[src/rtl/alu_pipelined_if.sv]
// -----------------------------------------------------------------------------
// alu_pipelined_if
// Handshake/data bundle between an operation producer and the pipelined ALU.
//
// Signals
//   Enable      producer -> ALU   block enable (0 stops new acceptance)
//   In_Valid    producer -> ALU   Data_A/Data_B/Opcode valid
//   In_Ready    ALU -> producer   ALU accepts an operation this cycle
//   Data_A      producer -> ALU   operand A
//   Data_B      producer -> ALU   operand B or shift amount
//   Opcode      producer -> ALU   operation select
//   Out_Valid   ALU -> consumer   Results and flags valid
//   Out_Ready   consumer -> ALU   consumer takes the result this cycle
//   Results     ALU -> consumer   registered result
//   CF/ZF/NF/VF ALU -> consumer   carry/borrow, zero, negative, overflow
//
// Modports: master = side that issues operations and consumes results,
//           slave  = the ALU itself.
// -----------------------------------------------------------------------------
interface alu_pipelined_if #(
    parameter int WIDTH = 16
) ();
    logic             Enable;
    logic             In_Valid;
    logic             In_Ready;
    logic [WIDTH-1:0] Data_A;
    logic [WIDTH-1:0] Data_B;
    logic [3:0]       Opcode;
    logic             Out_Valid;
    logic             Out_Ready;
    logic [WIDTH-1:0] Results;
    logic             CF;
    logic             ZF;
    logic             NF;
    logic             VF;

    modport master (
        output Enable, In_Valid, Data_A, Data_B, Opcode, Out_Ready,
        input  In_Ready, Out_Valid, Results, CF, ZF, NF, VF
    );

    modport slave (
        input  Enable, In_Valid, Data_A, Data_B, Opcode, Out_Ready,
        output In_Ready, Out_Valid, Results, CF, ZF, NF, VF
    );
endinterface

[src/rtl/alu_pipelined.sv]
// -----------------------------------------------------------------------------
// alu_pipelined
// Two-stage valid/ready ALU. Stage 1 captures the operands, stage 2 holds the
// executed result plus CF/ZF/NF/VF. Without back-pressure an accepted op shows
// up on Out_Valid two clock edges later; throughput is one op per cycle.
//
// Ports
//   CLK   clock, all state changes on the rising edge
//   RST   asynchronous active-low reset
//   bus   alu_pipelined_if.slave (see interface file for signal list)
//
// Parameters
//   WIDTH operand/result width (4..64); must match the interface instance
//   SHW   number of Data_B LSBs used as shift amount
// -----------------------------------------------------------------------------
module alu_pipelined #(
    parameter int WIDTH = 16,
    parameter int SHW   = $clog2(WIDTH)
) (
    input  logic              CLK,
    input  logic              RST,
    alu_pipelined_if.slave    bus
);
    localparam int MSB = WIDTH - 1;

    localparam logic [3:0] OP_ADD  = 4'h0;
    localparam logic [3:0] OP_SUB  = 4'h1;
    localparam logic [3:0] OP_AND  = 4'h2;
    localparam logic [3:0] OP_OR   = 4'h3;
    localparam logic [3:0] OP_XOR  = 4'h4;
    localparam logic [3:0] OP_NOT  = 4'h5;
    localparam logic [3:0] OP_SHL  = 4'h6;
    localparam logic [3:0] OP_SHR  = 4'h7;
    localparam logic [3:0] OP_SRA  = 4'h8;
    localparam logic [3:0] OP_ADC  = 4'h9;
    localparam logic [3:0] OP_SBB  = 4'hA;
    localparam logic [3:0] OP_INC  = 4'hB;
    localparam logic [3:0] OP_DEC  = 4'hC;
    localparam logic [3:0] OP_PASS = 4'hD;
    localparam logic [3:0] OP_CMP  = 4'hE;

    // ---------------- stage registers ----------------
    logic             s1_valid_q;
    logic [WIDTH-1:0] s1_a_q;
    logic [WIDTH-1:0] s1_b_q;
    logic [3:0]       s1_op_q;

    logic             s2_valid_q;
    logic [WIDTH-1:0] res_q;
    logic             cf_q;
    logic             zf_q;
    logic             nf_q;
    logic             vf_q;

    // ---------------- handshake ----------------
    logic s2_adv;
    logic s1_adv;
    logic in_ready;
    logic accept;

    assign s2_adv   = !s2_valid_q || bus.Out_Ready;
    assign s1_adv   = s1_valid_q && s2_adv;
    // RST is folded in so the block never advertises readiness while held in
    // reset; it does not depend on In_Valid.
    assign in_ready = RST && bus.Enable && (!s1_valid_q || s1_adv);
    assign accept   = bus.In_Valid && in_ready;

    assign bus.In_Ready  = in_ready;
    assign bus.Out_Valid = s2_valid_q;
    assign bus.Results   = res_q;
    assign bus.CF        = cf_q;
    assign bus.ZF        = zf_q;
    assign bus.NF        = nf_q;
    assign bus.VF        = vf_q;

    // ---------------- execute (between S1 and S2) ----------------
    logic [WIDTH-1:0]  add_op2;
    logic              add_ci;
    logic [WIDTH:0]    add_ext;
    logic              add_v;
    logic [WIDTH-1:0]  sub_op2;
    logic              sub_bi;
    logic [WIDTH:0]    sub_ext;
    logic              sub_v;
    logic [SHW-1:0]    sh_amt;
    logic [WIDTH:0]    shl_ext;
    logic [WIDTH:0]    shr_ext;
    logic signed [WIDTH:0] sra_ext;

    logic [WIDTH-1:0]  res_d;
    logic              cf_d;
    logic              zf_d;
    logic              nf_d;
    logic              vf_d;

    always_comb begin
        // Carry/borrow-in for ADC/SBB is the CF of the op most recently
        // loaded into S2; cf_q only changes on such a load (or reset), so it
        // is exactly that value, including for back-to-back chains.
        add_op2 = (s1_op_q == OP_INC) ? {{(WIDTH-1){1'b0}}, 1'b1} : s1_b_q;
        add_ci  = (s1_op_q == OP_ADC) ? cf_q : 1'b0;
        add_ext = {1'b0, s1_a_q} + {1'b0, add_op2} + {{WIDTH{1'b0}}, add_ci};
        add_v   = (s1_a_q[MSB] == add_op2[MSB]) && (add_ext[MSB] != s1_a_q[MSB]);

        sub_op2 = (s1_op_q == OP_DEC) ? {{(WIDTH-1){1'b0}}, 1'b1} : s1_b_q;
        sub_bi  = (s1_op_q == OP_SBB) ? cf_q : 1'b0;
        // Top bit of the extended difference is the borrow out.
        sub_ext = {1'b0, s1_a_q} - {1'b0, sub_op2} - {{WIDTH{1'b0}}, sub_bi};
        sub_v   = (s1_a_q[MSB] != sub_op2[MSB]) && (sub_ext[MSB] != s1_a_q[MSB]);

        // Extended shifts keep the last bit shifted out in the extra bit;
        // with a zero shift amount that bit is 0.
        sh_amt  = s1_b_q[SHW-1:0];
        shl_ext = {1'b0, s1_a_q} << sh_amt;
        shr_ext = {s1_a_q, 1'b0} >> sh_amt;
        sra_ext = $signed({s1_a_q, 1'b0}) >>> sh_amt;

        res_d = '0;
        cf_d  = 1'b0;
        vf_d  = 1'b0;
        case (s1_op_q)
            OP_ADD, OP_ADC, OP_INC: begin
                res_d = add_ext[MSB:0];
                cf_d  = add_ext[WIDTH];
                vf_d  = add_v;
            end
            OP_SUB, OP_SBB, OP_DEC: begin
                res_d = sub_ext[MSB:0];
                cf_d  = sub_ext[WIDTH];
                vf_d  = sub_v;
            end
            OP_CMP: begin
                res_d = s1_a_q;
                cf_d  = sub_ext[WIDTH];
                vf_d  = sub_v;
            end
            OP_AND:  res_d = s1_a_q & s1_b_q;
            OP_OR:   res_d = s1_a_q | s1_b_q;
            OP_XOR:  res_d = s1_a_q ^ s1_b_q;
            OP_NOT:  res_d = ~s1_a_q;
            OP_PASS: res_d = s1_b_q;
            OP_SHL: begin
                res_d = shl_ext[MSB:0];
                cf_d  = shl_ext[WIDTH];
            end
            OP_SHR: begin
                res_d = shr_ext[WIDTH:1];
                cf_d  = shr_ext[0];
            end
            OP_SRA: begin
                res_d = sra_ext[WIDTH:1];
                cf_d  = sra_ext[0];
            end
            default: begin
                // Reserved opcode retires with zero result and all flags clear.
                res_d = '0;
                cf_d  = 1'b0;
                vf_d  = 1'b0;
            end
        endcase

        // CMP reports Z/N of the difference while passing A through.
        if (s1_op_q == OP_CMP) begin
            zf_d = (sub_ext[MSB:0] == '0);
            nf_d = sub_ext[MSB];
        end else if (s1_op_q == 4'hF) begin
            zf_d = 1'b0;
            nf_d = 1'b0;
        end else begin
            zf_d = (res_d == '0);
            nf_d = res_d[MSB];
        end
    end

    // ---------------- pipeline registers ----------------
    always_ff @(posedge CLK or negedge RST) begin
        if (!RST) begin
            s1_valid_q <= 1'b0;
            s1_a_q     <= '0;
            s1_b_q     <= '0;
            s1_op_q    <= '0;
            s2_valid_q <= 1'b0;
            res_q      <= '0;
            cf_q       <= 1'b0;
            zf_q       <= 1'b0;
            nf_q       <= 1'b0;
            vf_q       <= 1'b0;
        end else begin
            // Stage 1: a new op overwrites only when the old one leaves.
            if (accept) begin
                s1_valid_q <= 1'b1;
                s1_a_q     <= bus.Data_A;
                s1_b_q     <= bus.Data_B;
                s1_op_q    <= bus.Opcode;
            end else if (s1_adv) begin
                s1_valid_q <= 1'b0;
            end

            // Stage 2: result and flags only change when an op moves in, so
            // they stay stable under back-pressure and across bubbles.
            if (s2_adv) begin
                s2_valid_q <= s1_valid_q;
                if (s1_valid_q) begin
                    res_q <= res_d;
                    cf_q  <= cf_d;
                    zf_q  <= zf_d;
                    nf_q  <= nf_d;
                    vf_q  <= vf_d;
                end
            end
        end
    end
endmodule

[src/flat_wrapper.sv]
// flat-port wrapper written by rule: the top's interface ports become plain ports
module alu_pipelined_flat 
#(
    parameter int WIDTH = 16,
    parameter int SHW   = $clog2(WIDTH)
)
  (CLK, RST, bus_Enable, bus_In_Valid, bus_Data_A, bus_Data_B, bus_Opcode, bus_Out_Ready, bus_In_Ready, bus_Out_Valid, bus_Results, bus_CF, bus_ZF, bus_NF, bus_VF);
  alu_pipelined_if #(.WIDTH(WIDTH)) bus_i ();
  input  logic CLK;
  input  logic RST;
  input wire logic [$bits(bus_i.Enable)-1:0] bus_Enable;
  input wire logic [$bits(bus_i.In_Valid)-1:0] bus_In_Valid;
  input wire logic [$bits(bus_i.Data_A)-1:0] bus_Data_A;
  input wire logic [$bits(bus_i.Data_B)-1:0] bus_Data_B;
  input wire logic [$bits(bus_i.Opcode)-1:0] bus_Opcode;
  input wire logic [$bits(bus_i.Out_Ready)-1:0] bus_Out_Ready;
  output wire logic [$bits(bus_i.In_Ready)-1:0] bus_In_Ready;
  output wire logic [$bits(bus_i.Out_Valid)-1:0] bus_Out_Valid;
  output wire logic [$bits(bus_i.Results)-1:0] bus_Results;
  output wire logic [$bits(bus_i.CF)-1:0] bus_CF;
  output wire logic [$bits(bus_i.ZF)-1:0] bus_ZF;
  output wire logic [$bits(bus_i.NF)-1:0] bus_NF;
  output wire logic [$bits(bus_i.VF)-1:0] bus_VF;
  assign bus_i.Enable = bus_Enable;
  assign bus_i.In_Valid = bus_In_Valid;
  assign bus_i.Data_A = bus_Data_A;
  assign bus_i.Data_B = bus_Data_B;
  assign bus_i.Opcode = bus_Opcode;
  assign bus_i.Out_Ready = bus_Out_Ready;
  assign bus_In_Ready = bus_i.In_Ready;
  assign bus_Out_Valid = bus_i.Out_Valid;
  assign bus_Results = bus_i.Results;
  assign bus_CF = bus_i.CF;
  assign bus_ZF = bus_i.ZF;
  assign bus_NF = bus_i.NF;
  assign bus_VF = bus_i.VF;
  alu_pipelined #(.WIDTH(WIDTH), .SHW(SHW)) u_core (.CLK(CLK), .RST(RST), .bus(bus_i));
endmodule
[config.mk]
export PLATFORM = sky130hd
export DESIGN_NAME = alu_pipelined_flat
export DESIGN_NICKNAME = d
export VERILOG_FILES = /design/src/rtl/alu_pipelined_if.sv /design/src/rtl/alu_pipelined.sv /design/src/flat_wrapper.sv
export SDC_FILE = /design/constraint.sdc
export NUM_CORES = 1
export LEC_CHECK = 0
export CORE_MARGIN = 4
export CORE_UTILIZATION = 52
export CTS_CLUSTER_SIZE = 8
export DETAILED_ROUTE_END_ITERATION = 16
export PLACE_DENSITY_LB_ADDON = 0.25
export REMOVE_ABC_BUFFERS = 1
export SKIP_CTS_REPAIR_TIMING = 1
export SYNTH_ARGS = -nofsm -noshare
export SYNTH_HDL_FRONTEND = slang
export SYNTH_SLANG_ARGS = --single-unit
[constraint.sdc]
create_clock -name CLK -period 11.8 [get_ports CLK]
set_input_delay 1.77 -clock CLK [delete_from_list [all_inputs] [get_ports CLK]]
set_output_delay 1.77 -clock CLK [all_outputs]
set_load 0.05 [all_outputs]
### Word-level counts from Yosys, hierarchy flattened

Cells that the tools add are included.
W data, S select, Z words.

| operators by class | value |
|---|---|
| reduce and logical (&&, ||, !) cells | 18 |
| shift-type cells | 3 |
| equality and inequality tests | 19 |
| muxes and demuxes | 13 |
| bitwise logic cells | 4 |
| $add $sub $neg | 4 |

Operator list:

| operator | number |
|---|---|
| $pmux W16 S11 | 1 |
| $eq A4 B4 Y1 const B | 8 |
| $logic_not A16 Y1 | 2 |
| $mux W16 | 2 |
| $add A16 B16 Y17 | 1 |
| $add A17 B1 Y17 | 1 |
| $shl A16 B4 Y17 | 1 |
| $shr A17 B4 Y17 | 1 |
| $sshr A17 B4 Y17 | 1 |
| $sub A16 B16 Y17 | 1 |
| $sub A17 B1 Y17 | 1 |
| $and A16 B16 Y16 | 1 |
| $eq A4 B3 Y1 const B | 4 |
| $not A16 Y16 | 1 |
| $or A16 B16 Y16 | 1 |
| $xor A16 B16 Y16 | 1 |
| $eq A4 B2 Y1 const B | 2 |
| $mux W1 | 8 |
| $logic_and A1 B1 Y1 | 6 |
| $reduce_or A3 Y1 | 2 |
| $pmux W1 S5 | 1 |
| $eq A4 B1 Y1 const B | 1 |
| $logic_not A4 Y1 | 1 |
| $reduce_or A4 Y1 | 1 |
| 7 further kinds | 11 |

| word-level totals | value |
|---|---|
| output and inout port bits | 22 |
| register bits | 58 |
| word-level logic and storage cells | 71 |

### Logic depth before layout (Yosys ltp)

| logic depth | value |
|---|---|
| depth in word-level cells | 8 |
| depth in mapped cells | 20 |
| mapped depth without buffers | 16 |

### Least setup slack after synthesis

Ideal clock, no wire load.

| timing path | value |
|---|---|
| kind | register -> register |
| from | register u_core.s1_op_q[0] |
| to | register u_core.zf_q, in the netlist u_core.bus.ZF |
| stages on the path, launching flop included | 20 |
| setup slack | 7.549 ns |
| data arrival time | 4.159 ns |
| path buffers | 5 |
| library setup time | 0.092 ns |
| required time | 11.708 ns |
| period minus slack after synthesis | 4.251 ns |
| cells stage by stage | dfrtp_1 -> buf_2 -> buf_2 -> clkbuf_1 -> clkbuf_1 -> nor2_1 -> clkbuf_1 -> nor2_1 -> ha_1 -> inv_1 -> ha_1 -> or3_1 -> o22ai_1 -> nand2b_1 -> a21boi_0 -> o21ba_1 -> a221o_1 -> nor4_1 -> nand4_1 -> o31ai_2 |

| on the way | value |
|---|---|
| word-level cells in the longest chain between the ends | 8 |
| elaborated cells between the ends (all ways) | 31 |
| those cells by class | add/sub (4); eq/ne (15); mux (7); reduce/logical (5) |

Ends and longest elaborated chain:

| item | line | RTL |
|---|---|---|
| start, declared | alu_pipelined.sv:46 | `logic [3:0] s1_op_q;` |
| start signal, assigned | alu_pipelined.sv:194 | `s1_op_q <= bus.Opcode;` |
| $eq A4 B4 Y1 (on tied branches) | alu_pipelined.sv:105, alu_pipelined.sv:121, alu_pipelined.sv:100 |  |
| $mux W16 (on tied branches) | alu_pipelined.sv:105, alu_pipelined.sv:100 |  |
| $sub A16 B16 Y17 / $add A16 B16 Y17 (equally long branches) | alu_pipelined.sv:108, alu_pipelined.sv:102 |  |
| $sub A17 B1 Y17 / $add A17 B1 Y17 (equally long branches) | alu_pipelined.sv:108, alu_pipelined.sv:102 |  |
| $pmux W16 S11 | alu_pipelined.sv:121 | `case (s1_op_q)` |
| $logic_not A16 Y1 | alu_pipelined.sv:170 | `zf_d = (res_d == '0);` |
| $mux W1 | alu_pipelined.sv:166 | `end else if (s1_op_q == 4'hF) begin` |
| $mux W1 (*) | alu_pipelined.sv:163 | `if (s1_op_q == OP_CMP) begin` |
| end signal, assigned | alu_pipelined.sv:206 | `zf_q <= zf_d;` |
| end, declared | alu_pipelined.sv:51 | `logic zf_q;` |

Every way passes the cells marked *; elsewhere a longest branch is shown, timed or not.
A chain may end at the register's enable or synchronous reset.

### Worst setup path after layout

| timing path | value |
|---|---|
| from | input RST |
| to | output bus_In_Ready |

| on the way | value |
|---|---|
| word-level cells in the longest chain between the ends | 2 |

Ends and longest elaborated chain:

| item | line | RTL |
|---|---|---|
| start, declared | flat_wrapper.sv:10 | `input logic RST;` |
| $logic_and A1 B1 Y1 (2 in series) | alu_pipelined.sv:65 | `assign in_ready = RST && bus.Enable && (!s1_valid_q \|\| s1_adv);` |
| end, declared | flat_wrapper.sv:17 | `output wire logic [$bits(bus_i.In_Ready)-1:0] bus_In_Ready;` |

Every way passes these cells.

==> results by group <==
Critical path
  • Worst R2R Path Depth: 18
  • Critical path capture point type: primary output
  • Reg2reg start: u_core.s1_op_q[1]
  • CP arrival: about 3.6 ns
  • WP data required: between 10 and 15 ns
  • R2R setup slack: around 6.6 ns
  • Startpoint Class: primary input
  • CP Max Fanout: approximately 60
  • Crit Path Category: primary input to primary output
  • R2r endpoint: u_core.bus.ZF

Power
  • Clock power share: 14.4%
  • Pwr per Cell Area: 224 nW/µm²
  • Leakage power: ~3.7 nW
  • Combinational power share: between 60% and 70%
  • Sw power: 0.988 mW
  • Peak VDD IR: around 120 µV
  • Flop pwr share: ~17%
  • Power Internal: approximately 0.95 mW
  • Switching share of power: approximately half

Clock tree
  • Clock-pin slew on the worst setup and hold paths: roughly 0.050 ns
  • Clock sink count: 58
  • CTS H-tree lvls: 3
  • CTS tree: done
  • Inserted Clock Buffers: 9
  • CTS Buffer Depth: 2
  • Root buffer cell: clkbuf_16
  • Clk_lat worst skew: roughly 0.35 ns

Drt
  • Final wirelength: ~25000 µm
  • Vias: 7577
  • Pre-antenna DRT Iters: 5
  • Routed Antenna Nets: 0
  • DR DRC count: 0
  • Initial drt markers: 732
  • Vias/cell: ~6.6
  • DR WL/cell: about 22 µm

Timing
  • Final setup viols: 0
  • Fin Setup TNS: 0 ns
  • Pins Over Slew Limit: 0
  • Crit share post-route: approximately 45%
  • Fmax achieved: around 0.19 GHz
  • Slew @ Worst Pin: 1.10 ns
  • Clock skew: 0.0147 ns
  • Final Hold Fails: 0
  • RSZ-0062 raised after global routing: false
  • Max-slew headroom: 26.1%
  • Min cycle time layout: approximately 5.3 ns

Yosys
  • Asr flop ratio synth: 100%
  • Post-synth top flop: dfrtp_1
  • Number of synthesized register bits: just under 60
  • Post-Syn Instances: between 900 and 1000
  • Average size of a mapped cell: around 8.2 µm²
  • Synth cell types: 85
  • Cell Area, Synth: approximately 7700 µm²
  • Sequential area share after synthesis: about a fifth
  • Synth warn: 0
  • Post-synth EDFFs: 0

Placement
  • Post-DP Area: between 8000 and 9000 µm²
  • Port Buf Inserts: 62
  • DP HPWL: approximately 19000 µm
  • Routability Congestion: just over 1

Global route
  • Global-route wire length before repair: between 30000 and 40000 µm
  • Vias in the first global route: between 7000 and 8000
  • Gr ovfl total: 0
  • Initial antenna violation count: 1
  • Total GRT Usage: ~30%
  • Pin count of the biggest net entering global routing: 60

Finish
  • Synthesis-to-finish area growth: 12.5%
  • Fin area: just under 9000 µm²
  • Nets: 1075
  • Utilization after layout: around 60%
  • Commonest non-fill, non-tap cells in the layout: nor2_1 (83), ha_1 (78), nand2_1 (73), inv_1 (71), clkdlybuf4s50_1 (61)
  • Diode count: 0
  • Layout cells sized above 1: a little under an eighth
  • Most common cell after layout, fill and taps aside: nor2_1

Worst hold path
  • HP Start: u_core.bus.Results[6]
  • Worst Hold Class: flop to flop
  • Min-Delay Endpoint: u_core.bus.Results[6]
  • Hold path depth: 2

Outcome
  • Outcome: complete, no violations

Floorplanning
  • Row Count: 44
  • Die Wd: roughly 130 µm
  • Die Area: 16800 µm²
  • Die span in y: 130 µm
  • IO Count: 63
  • Core area: roughly 15000 µm²
  • Initial Util: a little over half

Flow run
  • Max-cap violations: 0
## critical path, stage by stage
cell,delay [ns]
buf_2,0.07
buf_4,0.58
and3_1,0.29
clkdlybuf4s50_1,0.81
## cell families after synthesis
group	count (synthesis)	synth area share [%]
and+or+nand+nor	274	17.6
AOI/OAI and AO/OA	262	24.2
buffers and inverters	144	7.60
muxes	91	15.3
adders and majority gates	82	13.7
DFF	58	18.8
xor gates and xnor gates	24	2.73
## power by group through the flow
stage	Clock (mW)	Combinational [mW]	Sequential [mW]
4_1_cts	0.282	1.31	0.327
3_5_place_dp	0	1.30	0.330
3_3_place_gp	0	1.30	0.328
6_report	0.279	1.33	0.329
2_1_floorplan	0	0.802	0.452
5_1_grt	0.293	1.45	0.336
## cell usage after synthesis (all sizes together) (16+ instances only)
master,count,area share (%)
o21ai,46,3.0
clkbuf,47,2.3
buf,24,1.8
nand2,73,3.6
ha,78,13
mux2i,22,2.9
a21oi,36,2.3
inv,72,3.5
a31oi,23,1.9
mux4,16,4.7
nor2,83,4.0
a211oi,17,1.7
mux2,53,7.7
nand3,20,1.3
dfrtp,58,19
## area by class of cell
class                           instances  area [µm²]
Sequential cell                        58        1450
Inverter                               73         274
Clock inverter                          6        72.6
Tap cell                              184         230
Fill cell                            1331        5870
Multi-Input combinational cell        733        5660
Timing Repair Buffer                   77         728
Clock buffer                           10         239
## sequential cells by signal, summed over array words and instances (netlist names)
name	cells
u_core.bus.CF	1
u_core.bus.NF	1
u_core.bus.Out_Valid	1
u_core.bus.Results	16
u_core.bus.VF	1
u_core.bus.ZF	1
u_core.s1_a_q	16
u_core.s1_b_q	16
u_core.s1_op_q	4
u_core.s1_valid_q	1
## worst max-delay path by stage
stage	start	endpoint	slack [ns]	cells past startpoint
after CTS	RST	bus_In_Ready	6.42	4
after global placement	RST	bus_In_Ready	6.43	4
final	RST	bus_In_Ready	6.47	4
after floorplan	u_core.s1_op_q[1]	u_core.bus.ZF	7.12	16
after global routing	u_core.s1_op_q[1]	u_core.bus.ZF	6.27	18
after detailed placement	RST	bus_In_Ready	6.43	4
## metal layers
metal	vias to the layer above	track usage [%]	part of all wire [%]
met3	92	6.47	9.9
met5	-	0	0.052
met2	413	46.0	44
met1	3562	41.7	41
li1	3508	-	-
met4	2	15.4	5.2
## stage by stage
| stage | worst slack (ns) | std cells | total power, mW | hold WS, ns |
|---|---|---|---|---|
| 3_5_place_dp | 6.43 | 1125 | 1.63 | 0.462 |
| 2_1_floorplan | 7.12 | 864 | 1.25 | 0.471 |
| 6_report | 6.47 | 1141 | 1.94 | 0.467 |
| 4_1_cts | 6.42 | 1141 | 1.92 | 0.474 |
| 5_1_grt | 6.27 | 1141 | 2.08 | 0.494 |
| 3_3_place_gp | 6.43 | 1125 | 1.62 | 0.458 |
Power figures use the tool's default switching activity.
